==> config.mk <==
export PLATFORM = sky130hd
export DESIGN_NAME = xor_accum
export DESIGN_NICKNAME = d
export VERILOG_FILES = /design/src/rtl/xor_accum.sv
export SDC_FILE = /design/constraint.sdc
export NUM_CORES = 1
export LEC_CHECK = 0
export ABC_CLOCK_PERIOD_IN_PS = 2220
export CORE_MARGIN = 2
export CORE_UTILIZATION = 46
export DETAILED_ROUTE_END_ITERATION = 6
export MAX_ROUTING_LAYER = met4
export PLACE_DENSITY_LB_ADDON = 0.25
export SLEW_MARGIN = 5
export SYNTH_ARGS = -nofsm -noshare
export SYNTH_HDL_FRONTEND = slang
export SYNTH_SLANG_ARGS = --single-unit
==> constraint.sdc <==
create_clock -name clk -period 2.22 [get_ports clk]
set_input_delay 0.444 -clock clk [delete_from_list [all_inputs] [get_ports clk]]
set_output_delay 0.444 -clock clk [all_outputs]
set_load 0.03 [all_outputs]
==> src/rtl/xor_accum.sv <==
// Frame XOR accumulator: folds WIDTH-bit words into one XOR word, a parity bit
// and a word count, then holds the result until the consumer acknowledges it.
module xor_accum #(
   parameter  int WIDTH   = 8,
   parameter  int MAX_LEN = 16,
   localparam int CW      = $clog2(MAX_LEN + 1)
) (
   input  logic             clk,
   input  logic             rst,
   input  logic             clear,
   input  logic             in_valid,
   input  logic [WIDTH-1:0] in_data,
   input  logic             in_last,
   output logic             in_ready,
   output logic             out_valid,
   input  logic             out_ack,
   output logic [WIDTH-1:0] out_xor,
   output logic             out_parity,
   output logic [CW-1:0]    out_count,
   output logic [1:0]       dbg_state_o
);

   // Handshakes: a word moves when in_valid && in_ready at a rising edge; the
   // result is held while out_valid is high and retires on the edge with out_ack.
   typedef enum logic [1:0] {
      IDLE  = 2'd0,
      ACCUM = 2'd1,
      HOLD  = 2'd2
   } state_t;

   localparam logic [CW-1:0] MAX_CNT = CW'(MAX_LEN);

   state_t           state_q, state_d;
   logic [WIDTH-1:0] acc_q, acc_d;
   logic [CW-1:0]    cnt_q, cnt_d;
   logic [CW-1:0]    cnt_inc;
   logic             beat;

   always_ff @(posedge clk or posedge rst) begin
      if (rst) begin
         state_q <= IDLE;
         acc_q   <= '0;
         cnt_q   <= '0;
      end else begin
         state_q <= state_d;
         acc_q   <= acc_d;
         cnt_q   <= cnt_d;
      end
   end

   assign in_ready = (state_q != HOLD);
   assign beat     = in_valid && in_ready;
   assign cnt_inc  = cnt_q + CW'(1);

   always_comb begin
      state_d = state_q;
      acc_d   = acc_q;
      cnt_d   = cnt_q;
      if (clear) begin
         state_d = IDLE;
         acc_d   = '0;
         cnt_d   = '0;
      end else begin
         case (state_q)
            IDLE: begin
               if (beat) begin
                  acc_d   = in_data;
                  cnt_d   = CW'(1);
                  state_d = (in_last || MAX_LEN == 1) ? HOLD : ACCUM;
               end
            end
            ACCUM: begin
               if (beat) begin
                  acc_d   = acc_q ^ in_data;
                  cnt_d   = cnt_inc;
                  state_d = (in_last || cnt_inc == MAX_CNT) ? HOLD : ACCUM;
               end
            end
            HOLD: begin
               if (out_ack) begin
                  state_d = IDLE;
                  acc_d   = '0;
                  cnt_d   = '0;
               end
            end
            default: begin
               state_d = IDLE;
               acc_d   = '0;
               cnt_d   = '0;
            end
         endcase
      end
   end

   // Result is gated so the outputs read zero whenever nothing is held.
   assign out_valid   = (state_q == HOLD);
   assign out_xor     = out_valid ? acc_q : '0;
   assign out_count   = out_valid ? cnt_q : '0;
   assign out_parity  = ^out_xor;
   assign dbg_state_o = state_q;

endmodule

==> results.sh <==
export IMPL_outcome="completed"
export IMPL_fin_skew_ns=0.00662
export IMPL_port_buffers=31
export IMPL_ios=32
export IMPL_ys_flop_type="dfrtp_1"
export IMPL_syn_inst=123
export IMPL_setup_viol=0
export IMPL_power_internal_mw=0.481
export IMPL_cap_violations=0
export IMPL_swShare_pct=33.3
export IMPL_diodes=0
export IMPL_num_rows=17
export IMPL_viasPerCell=5.30
export IMPL_post_route_period_util_pct=93.9
export IMPL_htree_levels=1
export IMPL_grt_pass1_wl_um=4020
export IMPL_ys_seq_elements=15
export IMPL_r2r_start="dbg_state_o[0]"
export IMPL_antenna_found_initial=0
export IMPL_critPathLaunch="dbg_state_o[1]"
export IMPL_ys_async_sr_fraction_pct=100
export IMPL_worstSetupPathType="flip-flop to output port"
export IMPL_place_congestion=0.774
export IMPL_start_util_pct=48.4
export IMPL_setup_tns_ns=0
export IMPL_required_ns=1.78
export IMPL_synth_distinct_cells=28
export IMPL_overflow=0
export IMPL_clock_sinks=15
export IMPL_cp_end_kind="output port"
export IMPL_drive_gt1_share_pct=17.2
export IMPL_rrSetupSlack_ns=0.49
export IMPL_synthTopCellsByArea="dfrtp_1 35%, xor2_1 8.2%, and2_1 7.6%, o31ai_1 7.0%, a22o_1 6.5%"
export IMPL_crit_path_end="in_ready"
export IMPL_cts_tree="yes"
export IMPL_reg2reg_to="acc_q[0]"
export IMPL_die_area_um2=2730
export IMPL_vdd_drop_max_mv=0.378
export IMPL_drt_iter0_drc=10
export IMPL_area_growth_pct=31.7
export IMPL_ant_nets=0
export IMPL_start_kind="flip-flop"
export IMPL_vias=981
export IMPL_synthDominantCellAreaShare_pct=35.0
export IMPL_numCtsBuffers=3
export IMPL_worstMarginPinSlew_ns=0.581
export IMPL_yosysWarningCount=0
export IMPL_p_leak_nw=0.678
export IMPL_syn_avg_cell_area_um2=8.71
export IMPL_fmax_mhz=480
export IMPL_pre_cts_ws_ns=0.135
export IMPL_design_core_area_um2=2210
export IMPL_cts_buffer_depth=2
export IMPL_slew_headroom_pct=61.2
export IMPL_p_comb_share_pct=32.6
export IMPL_nets=173
export IMPL_die_y_um=52.3
export IMPL_power_density_nw_per_um2=512
export IMPL_drt_first_pass_iters=4
export IMPL_clk_pin_slew_ns=0.10
export IMPL_wl_per_cell_um=13.1
export IMPL_min_period_ns=2.08
export IMPL_synth_enable_flop_cells=0
export IMPL_die_w_um=52.3
export IMPL_finalWirelength_um=2420
export IMPL_grtUsageTotal_pct=20.4
export IMPL_yosys_top_cells_count="15 x dfrtp_1, 15 x nand2_1, 13 x and2_1"
export IMPL_dp_cells=181
export IMPL_synth_fp_nets=138
export IMPL_rsz0062_at_grt="false"
export IMPL_p_clk_share_pct=22.2
export IMPL_post_route_drc_count=0
export IMPL_clock_latency_ns=0.28
export IMPL_reg2regPathDepth=6
export IMPL_synthesis_area_um2=1070
export IMPL_grt_max_degree=24
export IMPL_finalHoldViolations=0
export IMPL_arrival_ns=1.64
export IMPL_worstHoldPathType="input pin to asynchronous set/reset pin"
export IMPL_fin_cells=185
export IMPL_setup_ws_ns=0.136
export IMPL_seq_area_frac_synth_pct=35.0
export IMPL_yosysTopAreaCell="dfrtp_1"
export IMPL_dpl_hpwl_um=1710
export IMPL_cts_root_buffer="clkbuf_4"
export IMPL_nFillCells=198
export IMPL_worstPathMaxFanout=8
export IMPL_slew_viol_final=0
export IMPL_p_switching_mw=0.240
export IMPL_grt_pass1_vias=896
export IMPL_seqPwrFrac_pct=45.2
-- area by class of cell --
class | count | area (um^2) | share of cell area [%]
multi-input combinational | 91 | 614 | 43.6
sequential | 15 | 375 | 26.6
timing repair buffer | 35 | 313 | 22.2
inverter | 12 | 45.0 | 3.19
tap | 28 | 35.0 | 2.48
clock buffer | 3 | 22.5 | 1.60
clock inverter | 1 | 5.00 | 0.355
-- layer usage --
layer / share of wire [%] / wire length (um) / global-route usage [%]
met5: 0 / 0 / -
met4: 0.75 / 18 / 7.69
met3: 4.2 / 101 / 1.71
met1: 49 / 1190 / 28.4
met2: 46 / 1100 / 31.4
-- through the flow --
| step | util [%] | hold WS (ns) | power [mW] | instance area, um^2 |
|---|---|---|---|---|
| global placement | 62.7 | 0.511 | 0.564 | 1390 |
| global route | 63.7 | 0.560 | 0.763 | 1410 |
| finish | 63.7 | 0.505 | 0.721 | 1410 |
| detailed placement | 62.7 | 0.515 | 0.570 | 1390 |
| CTS | 63.9 | 0.526 | 0.730 | 1410 |
| floorplan | - | 0.345 | 0.491 | 1070 |
-- critical path: stages, from the launching register on --
cell and delay (ns):
dfrtp_1 0.46, nand2b_1 0.19, clkdlybuf4s50_1 0.71
-- power groups by stage --
stage | registers [mW] | clock network, mW | logic (mW)
6_report | 0.326 | 0.160 | 0.235
2_1_floorplan | 0.330 | 0 | 0.161
4_1_cts | 0.326 | 0.165 | 0.239
5_1_grt | 0.333 | 0.170 | 0.261
3_5_place_dp | 0.332 | 0 | 0.238
3_3_place_gp | 0.329 | 0 | 0.235
-- cell families (layout without fill, tap and decap cells) --
kind of cell | count (synthesis) | in the layout | synth area share (%)
compound gates | 30 | 30 | 20.7
flops | 15 | 15 | 35.0
simple gates | 45 | 45 | 23.2
fa+ha+maj | 1 | 1 | 1.17
buf+inv | 17 | 51 | 7.59
xor+xnor | 15 | 15 | 12.3
-- flip-flops by register name, summed over array words and instances (netlist names) --
register / cells
acc_q: 8
dbg_state_o: 2
cnt_q: 5
-- worst min path at each step --
stage | end | depth (start not counted)
5_1_grt | cnt_q[4] | 1
4_1_cts | acc_q[3] | 2
3_5_place_dp | cnt_q[4] | 1
3_3_place_gp | cnt_q[4] | 1
2_1_floorplan | acc_q[0] | 1
6_report | acc_q[3] | 2
-- timing repair --
action,CTS,global route
buffers inserted,0,0
resized for setup,1,2
hold buffers,0,0
setup endpoints to repair,1,1
-- layout by cell type, fill, tap and decap left out, drive strengths merged --
cell type	n
o31ai	10
nand4b	1
clkdlybuf4s50	16
and4b	1
clkinv	1
a21oi	3
xnor2	5
nand3	2
and2	13
buf	18
xor2	10
nor3b	1
a31oi	1
o32ai	1
nand2b	1
ha	1
nand2	15
or3b	1
nor2b	2
clkbuf	4
nor2	3
inv	12
or2	2
or4bb	1
a22o	8
nor3	2
o21ai	7
dfrtp	15
Power figures use the tool's default switching activity.
